`config.mk`:
```
export PLATFORM = sky130hd
export DESIGN_NAME = dm_cache
export DESIGN_NICKNAME = d
export VERILOG_FILES = /design/src/rtl/dm_cache.sv
export SDC_FILE = /design/constraint.sdc
export NUM_CORES = 1
export LEC_CHECK = 0
export ABC_AREA = 1
export BUFFER_PORTS_ARGS = -buffer_cell sky130_fd_sc_hd__buf_2
export CAP_MARGIN = 20
export CORE_MARGIN = 4
export CORE_UTILIZATION = 25
export CTS_CLUSTER_DIAMETER = 40
export DETAILED_ROUTE_END_ITERATION = 8
export MAX_ROUTING_LAYER = met4
export PLACE_DENSITY_LB_ADDON = 0.3
export SLEW_MARGIN = 10
export SYNTH_ARGS = -nofsm -noshare
export SYNTH_HDL_FRONTEND = slang
export SYNTH_SLANG_ARGS = --single-unit
export TNS_END_PERCENT = 20
```
`constraint.sdc`:
```
create_clock -name clk -period 8.4 [get_ports clk]
set_input_delay 1.68 -clock clk [delete_from_list [all_inputs] [get_ports clk]]
set_output_delay 1.68 -clock clk [all_outputs]
set_load 0.02 [all_outputs]
```
`src/rtl/dm_cache.sv`:
```
`default_nettype none
// ============================================================================
//  Module      : dm_cache
//  Description : Direct-mapped, one-word-per-line, write-through /
//                no-write-allocate data cache with load hit/miss counters.
//  Revision    : 1.0 - initial release
// ============================================================================
module dm_cache #(
    parameter int NLINES = 16,
    parameter int AW     = 7
) (
    input  logic          clk,
    input  logic          rst_n,
    input  logic          cpu_rd,
    input  logic          cpu_wr,
    input  logic [AW-1:0] cpu_addr,
    input  logic [31:0]   cpu_wdata,
    output logic [31:0]   cpu_rdata,
    output logic          cpu_stall,
    output logic          mem_req,
    output logic          mem_we,
    output logic [AW-1:0] mem_addr,
    output logic [31:0]   mem_wdata,
    input  logic          mem_ack,
    input  logic [31:0]   mem_rdata,
    output logic [15:0]   hit_cnt,
    output logic [15:0]   miss_cnt
);

    localparam int c_IW = $clog2(NLINES);
    localparam int c_TW = AW - c_IW;

    localparam logic [1:0] c_ST_IDLE   = 2'd0;
    localparam logic [1:0] c_ST_RDMISS = 2'd1;
    localparam logic [1:0] c_ST_WRTHRU = 2'd2;
    localparam logic [1:0] c_ST_DONE   = 2'd3;

    logic [1:0]        r_state;
    logic [AW-1:0]     r_addr;
    logic [31:0]       r_wdata;
    logic [31:0]       r_fill;
    logic [15:0]       r_hit_cnt;
    logic [15:0]       r_miss_cnt;
    logic [NLINES-1:0] r_valid;
    logic [c_TW-1:0]   r_tag  [NLINES];
    logic [31:0]       r_data [NLINES];

    logic [c_IW-1:0]   w_idx;
    logic [c_TW-1:0]   w_tag;
    logic [c_IW-1:0]   w_fill_idx;
    logic [c_TW-1:0]   w_fill_tag;
    logic              w_idle;
    logic              w_busy;
    logic              w_hit;
    logic              w_wr_req;
    logic              w_rd_req;
    logic              w_rd_hit;
    logic              w_rd_miss;
    logic              w_fill;

    assign w_idx      = cpu_addr[c_IW-1:0];
    assign w_tag      = cpu_addr[AW-1:c_IW];
    assign w_fill_idx = r_addr[c_IW-1:0];
    assign w_fill_tag = r_addr[AW-1:c_IW];

    assign w_idle    = (r_state == c_ST_IDLE);
    assign w_busy    = (r_state == c_ST_RDMISS) || (r_state == c_ST_WRTHRU);
    assign w_hit     = r_valid[w_idx] && (r_tag[w_idx] == w_tag);

    // A store wins over a simultaneous load; the load is simply dropped.
    assign w_wr_req  = w_idle && cpu_wr;
    assign w_rd_req  = w_idle && cpu_rd && !cpu_wr;
    assign w_rd_hit  = w_rd_req && w_hit;
    assign w_rd_miss = w_rd_req && !w_hit;
    assign w_fill    = (r_state == c_ST_RDMISS) && mem_ack;

    assign cpu_stall = w_wr_req || w_rd_miss || w_busy;
    assign mem_req   = w_busy;
    assign mem_we    = (r_state == c_ST_WRTHRU);
    assign mem_addr  = r_addr;
    assign mem_wdata = r_wdata;
    assign hit_cnt   = r_hit_cnt;
    assign miss_cnt  = r_miss_cnt;

    always_comb begin
        cpu_rdata = 32'd0;
        if (w_rd_hit) begin
            cpu_rdata = r_data[w_idx];
        end else if (r_state == c_ST_DONE) begin
            cpu_rdata = r_fill;
        end
    end

    always_ff @(posedge clk or negedge rst_n) begin
        if (!rst_n) begin
            r_state    <= c_ST_IDLE;
            r_addr     <= '0;
            r_wdata    <= 32'd0;
            r_fill     <= 32'd0;
            r_hit_cnt  <= 16'd0;
            r_miss_cnt <= 16'd0;
            r_valid    <= '0;
        end else begin
            case (r_state)
                c_ST_IDLE: begin
                    if (cpu_wr) begin
                        r_addr  <= cpu_addr;
                        r_wdata <= cpu_wdata;
                        r_state <= c_ST_WRTHRU;
                    end else if (cpu_rd) begin
                        if (w_hit) begin
                            if (r_hit_cnt != 16'hFFFF) begin
                                r_hit_cnt <= r_hit_cnt + 16'd1;
                            end
                        end else begin
                            r_addr <= cpu_addr;
                            if (r_miss_cnt != 16'hFFFF) begin
                                r_miss_cnt <= r_miss_cnt + 16'd1;
                            end
                            r_state <= c_ST_RDMISS;
                        end
                    end
                end
                c_ST_RDMISS: begin
                    if (mem_ack) begin
                        r_valid[w_fill_idx] <= 1'b1;
                        r_fill              <= mem_rdata;
                        r_state             <= c_ST_DONE;
                    end
                end
                c_ST_WRTHRU: begin
                    if (mem_ack) begin
                        r_state <= c_ST_DONE;
                    end
                end
                default: begin
                    r_state <= c_ST_IDLE;
                end
            endcase
        end
    end

    // Tag/data storage needs no reset: nothing reads it until a valid bit is set.
    always_ff @(posedge clk) begin
        if (w_wr_req && w_hit) begin
            r_data[w_idx] <= cpu_wdata;
        end else if (w_fill) begin
            r_data[w_fill_idx] <= mem_rdata;
            r_tag[w_fill_idx]  <= w_fill_tag;
        end
    end

endmodule
`default_nettype wire

```
==> results.cfg, run 1 <==
[run_status]
status = finished, final reports clean

[cts]
numCtsBuffers = 101
cts_resized = 0
ctsLongestPathBuffers = 3
post_cts_buffers = 0
htree_levels = 3
root_buffer = clkbuf_16
cts_num_sinks = 681
hold_buffers = 0
clk-insertion-delay-late_ns = 0.67
cts_tree = built
path_clk_slew_ns = 0.05

[place]
numPortBuffers = 181
place_congestion = 0.790
dpl_worst_slack_ns = 1.85
placed_cells = 4128
dpl.hpwl_um = 50200

[layout]
area_delta_synth_final_pct = 22.9
multi_input_area_mm2 = 0.00737
final_common_cell = edfxtp_1
fin_cells = 4319
seqCellArea_mm2 = 0.0198
layout.nets = 2814
fill_cells = 11437
layout-drive-gt1-share_pct = 16.9
final_cell_mix = edfxtp_1, o21ai_0, nand2_1

[timing]
setup_slack_ns = 1.91
fin_setup_tns_ns = 0
fin_crit_sh_pct = 77.2
fin_crit_ns = 6.49
worst-slew-pin-transition_ns = 1.08
whs_ns = 0.450
slew_violations = 0
setup_violations = 0
hold_violations = 0
rsz0062_at_grt = no
clock-skew-final_ns = 0.0224
fmax_mhz = 154
slew_headroom_pct = 27.9

[logic_synthesis]
synth_xor_area_share_pct = 0.866
synth_compound_area_share_pct = 11.6
avgSynthCellArea_um2 = 11.2
yosysSeqAreaShare_pct = 70.1
synth_cell_types = 41
synth_top_family_by_area = simple AND/OR/NAND/NOR gates
mappedNetlistArea_mm2 = 0.0283
synth_fp_nets = 2612
yosysTopAreaCell = edfxtp_1
yosys_warnings = 0
ys_ff_latch = 681
syn_inst = 2529
synthMuxAreaShare_pct = 0
synthAdderAreaFrac_pct = 0.309
synthSimpleGateAreaFrac_pct = 12.8
synth.area.top_cells = edfxtp_1, dfrtp_1, o21ai_0
synth_top_area_share_pct = 59.4

[detailed_routing]
drt_iter0_markers = 1550
ant_nets = 0
totalWireLength_um = 85000
post_drt_wl_per_cell_um = 19.7
viasPerCell = 4.61
dr.pass1.iters = 5
drc = 0
route.vias.total = 19915

[critical_path]
r2r_setup_slack_ns = 3.75
crit_family = buffers and inverters
crit_buf_inv = 5
cp_cell_sequence = buf_4 > inv_4 > nand3_1 > nand2_1 > nand2_1 > nand3_1 > nand2_1 > inv_1 > nand2_2 > nor2_4 > nand2_2 > nor2_4 > buf_4 > nand2_1 > o21ai_0 > buf_2
crit_path_end_kind = output port
arrival_ns = 4.81
crit_slowest_cell = inv_4
ff2ff_path_depth = 11
required_ns = 6.72
reg2reg_to = r_data[2][27]
cp_max_fo = 78
r2r_start = r_state[0]
crit_top_cell = nand2_1
slowest_delay_ns = 0.72
start_kind = primary input
critPathKind = in -> out

[min_path]
hp-start = r_valid[15]
hold_class = reg -> reg
min_to = r_valid[15]
whs_path_depth = 2

[global_route]
overflow = 0
grt_pass1_wl_um = 127000
antenna_found_initial = 4
grt_max_degree = 96
gr-usage-all-layers_pct = 14.5
grt_pass1_vias = 19827

[die]
die_w_um = 344
die_h_um = 344
coreArea_mm2 = 0.112
io_pins = 182
start_util_pct = 25.2
rows = 123
dieArea_mm2 = 0.119

[flow_run]
cap_violations = 0

[power]
powerDensity_mw_per_mm2 = 300
ir_drop_v = 0.000177
leakage_nw = 12.9
-- where the power goes --
| group | internal (W) | leakage (nW) | switching, W |
|---|---|---|---|
| sequential | 0.00412 | 6.50 | 0.000145 |
| combinational | 0.000434 | 4.68 | 0.00124 |
| clock | 0.00287 | 1.76 | 0.00164 |
| total | 0.00742 | 12.9 | 0.00302 |
-- logic make-up after synthesis --
family,Yosys count
simple gates,901
xor+xnor,28
flops,681
fa+ha+maj,7
compound gates,608
buf+inv,304
-- flip-flops by register name, indices dropped and copies added (netlist names) --
signal	cells
r_data	512
r_state	2
hit_cnt	16
mem_addr	7
miss_cnt	16
r_valid	16
r_tag	48
mem_wdata	32
r_fill	32
-- synthesized netlist by cell type, drive strengths merged --
| cell | count |
|---|---|
| buf | 38 |
| o22ai | 152 |
| o211ai | 2 |
| and3 | 1 |
| nand4 | 6 |
| xnor2 | 7 |
| o32ai | 8 |
| nor3 | 12 |
| edfxtp | 560 |
| clkbuf | 116 |
| or2 | 3 |
| xor2 | 21 |
| ha | 7 |
| nand3 | 83 |
| o21bai | 3 |
| nor2 | 386 |
| o41ai | 1 |
| dfrtp | 121 |
| o21ai | 439 |
| nor4 | 2 |
| clkinv | 2 |
| inv | 148 |
| a21oi | 3 |
| nand2 | 406 |
| nand3b | 2 |
-- layout make-up --
| class | instances | share of cell area [%] |
|---|---|---|
| Sequential cell | 681 | 57.0 |
| Multi-Input combinational cell | 1544 | 21.2 |
| Clock buffer | 111 | 7.43 |
| Clock inverter | 77 | 3.05 |
| Antenna cell | 3 | 0.0216 |
| Timing Repair Buffer | 253 | 4.25 |
| Inverter | 150 | 1.65 |
| Tap cell | 1500 | 5.39 |
-- layer usage --
layer	vias to the layer above	part of all wire (%)	global-route usage, %
li1	9301	-	-
met1	9914	46	19.8
met2	568	46	21.9
met3	132	6.1	2.94
met4	0	2.2	3.86
met5	-	0	-
-- stage by stage --
stage	util (%)	cell area (µm²)	power (W)
after floorplan	-	28300	0.00526
after global placement	27.7	31100	0.00602
after detailed placement	27.7	31100	0.00603
after CTS	30.9	34800	0.0105
after global routing	30.9	34800	0.0109
final	30.9	34800	0.0104
-- worst reg2reg max path, cell delays in order, from the launching register on --
cell	delay (ns)
dfrtp_1	0.44
inv_1	0.11
ha_1	0.24
nand2_2	0.08
inv_2	0.65
nand3_2	0.44
nand2_4	0.60
nand2_1	0.09
o21ai_0	0.12
nand2_1	0.28
nor2_4	0.92
buf_4	0.37
-- worst max path at each step --
stage	end	slack, ns	from	depth (start not counted)
floorplan	cpu_rdata[0]	3.19	cpu_addr[0]	14
global placement	cpu_rdata[31]	1.84	cpu_addr[0]	16
detailed placement	cpu_rdata[14]	1.85	cpu_addr[0]	10
CTS	cpu_rdata[21]	1.86	cpu_addr[0]	16
global route	cpu_rdata[21]	1.61	cpu_addr[0]	16
finish	cpu_rdata[17]	1.91	cpu_addr[1]	16
(Power assumes the default switching activity.)
==> run 2, diff against run 1 <==
- clock period: 8.4 -> 5.45 ns (I/O delays scaled with it)
==> run 2 against run 1 <==
Net effect:
- setup slack lost 1.3 ns
- sequential power grew 55%
- critical endpoint is now cpu_rdata[5]
- global-route usage is essentially flat
- first-iteration DRC count grew 1.3%
- final cell count grew 0.32%
- utilization grew 0.14 points
- combinational power grew 53%
- flip-flop and latch count is the same
- clock-buffer cell count grew 6
- sequential share of layout area shrank 0.26 points
- hold slack lost 0.035 ns
==> results.cfg, run 2 (synthesis results as in run 1) <==
[run_status]
status = finished, final reports clean

[global_route]
grt_pass1_vias = 19531
grt_pass1_wl_um = 126000
overflow = 0
grt_max_degree = 151
gr-usage-all-layers_pct = 14.4
antenna_found_initial = 8

[die]
rows = 123
io_pins = 182
dieArea_mm2 = 0.119
start_util_pct = 25.2
die_w_um = 344
coreArea_mm2 = 0.112
die_h_um = 344

[layout]
final_area_mm2 = 0.0350
final_cell_mix = edfxtp_1, o21ai_0, nand2_1
largest_reg_flops = 512
area_delta_synth_final_pct = 23.5
top_regs = r_data (512), r_tag (48)
largest-register = r_data
final_common_cell = edfxtp_1
layout.nets = 2824
layout-drive-gt1-share_pct = 17.3
fin_cells = 4333

[critical_path]
cp_cell_sequence = buf_4 > inv_4 > nand3_1 > nand3_1 > nand3_1 > nand3_1 > nand2_1 > nor2_2 > nand2_2 > nor2_4 > buf_4 > nand2_1 > o21ai_0 > buf_2
slowest_delay_ns = 0.37
crit_path_end_kind = output port
required_ns = 4.36
crit_top_cell = nand3_1
cp_max_fo = 37
crit_buf_inv = 4
critPathKind = in -> out
arrival_ns = 3.72
start_kind = primary input
crit_slowest_cell = inv_4
crit_family = simple AND/OR/NAND/NOR gates

[cts]
cts_resized = 0
clk-insertion-delay-late_ns = 0.65
path_clk_slew_ns = 0.05
numCtsBuffers = 99
ctsLongestPathBuffers = 3
post_cts_buffers = 0
hold_buffers = 0
cts_tree = built
cts_num_sinks = 681
htree_levels = 3
root_buffer = clkbuf_16

[timing]
slew_headroom_pct = 33.9
hold_violations = 0
rsz0062_at_grt = no
setup_slack_ns = 0.640
fin_crit_sh_pct = 88.3
clock-skew-final_ns = 0.0239
fin_crit_ns = 4.81
fmax_mhz = 208
slew_violations = 0
worst-slew-pin-transition_ns = 0.991
fin_setup_tns_ns = 0
setup_violations = 0
whs_ns = 0.415

[detailed_routing]
drc = 0
ant_nets = 0
viasPerCell = 4.55
drt_iter0_markers = 1570
post_drt_wl_per_cell_um = 19.5
totalWireLength_um = 84600
route.vias.total = 19729
dr.pass1.iters = 5

[place]
numPortBuffers = 181
dpl.hpwl_um = 49300
dpl_worst_slack_ns = 0.633
place_congestion = 0.794
place_area_mm2 = 0.0314
placed_cells = 4140

[power]
powerDensity_mw_per_mm2 = 452
ir_drop_v = 0.000255
leakage_nw = 13.0

[flow_run]
cap_violations = 0

[min_path]
hold_class = in -> async
run 2: worst paths after layout:
path                       slack [ns]  cells after the start   startpoint            end
max in group asynchronous        3.97                      2        rst_n     r_fill[14]
min reg2reg                      0.45                      2  r_valid[14]    r_valid[14]
min in group clk                 0.45                      2  r_valid[14]    r_valid[14]
max reg2reg                      2.05                     15  r_tag[7][1]  r_data[2][14]
max                              0.64                     14  cpu_addr[1]   cpu_rdata[5]
min                              0.41                      1        rst_n    miss_cnt[8]
run 2: where the power goes:
part / leakage (nW) / switching (W) / total [W] / internal (W)
clock: 1.68 / 0.00248 / 0.00663 / 0.00415
combinational: 4.80 / 0.00187 / 0.00257 / 0.000691
sequential: 6.50 / 0.000251 / 0.00659 / 0.00634
run 2: layout make-up:
class | count | area (µm²)
diodes | 6 | 15.0
clock buffers | 117 | 2690
clock inverters | 70 | 808
fillers | 11483 | 77500
inverters | 150 | 573
multi-input cells | 1544 | 7370
flip-flops and latches | 681 | 19800
well taps | 1500 | 1880
repair buffers | 265 | 1780
run 2: worst register-to-register path: cells and delay by family, from the launching register on:
| family | cells | cell delay (ns) |
|---|---|---|
| simple gates | 13 | 2.34 |
| compound gates | 1 | 0.12 |
| buf+inv | 1 | 0.28 |
| flops | 1 | 0.36 |
run 2: stage by stage:
step,utilization (%),total power [W]
6_report,31.1,0.0158
5_1_grt,31.1,0.0165
4_1_cts,31.1,0.0160
3_5_place_dp,27.9,0.00930
3_3_place_gp,27.9,0.00930
2_1_floorplan,-,0.00811
run 2: metal layers:
layer / up-vias / share of wire (%) / wire length (µm) / track usage, %
met3: 125 / 6.1 / 5120 / 2.72
met2: 548 / 47 / 39400 / 22.5
met5: - / 0 / 0 / -
met1: 9699 / 45 / 38500 / 19.5
met4: 0 / 1.9 / 1640 / 3.56
li1: 9357 / - / - / -
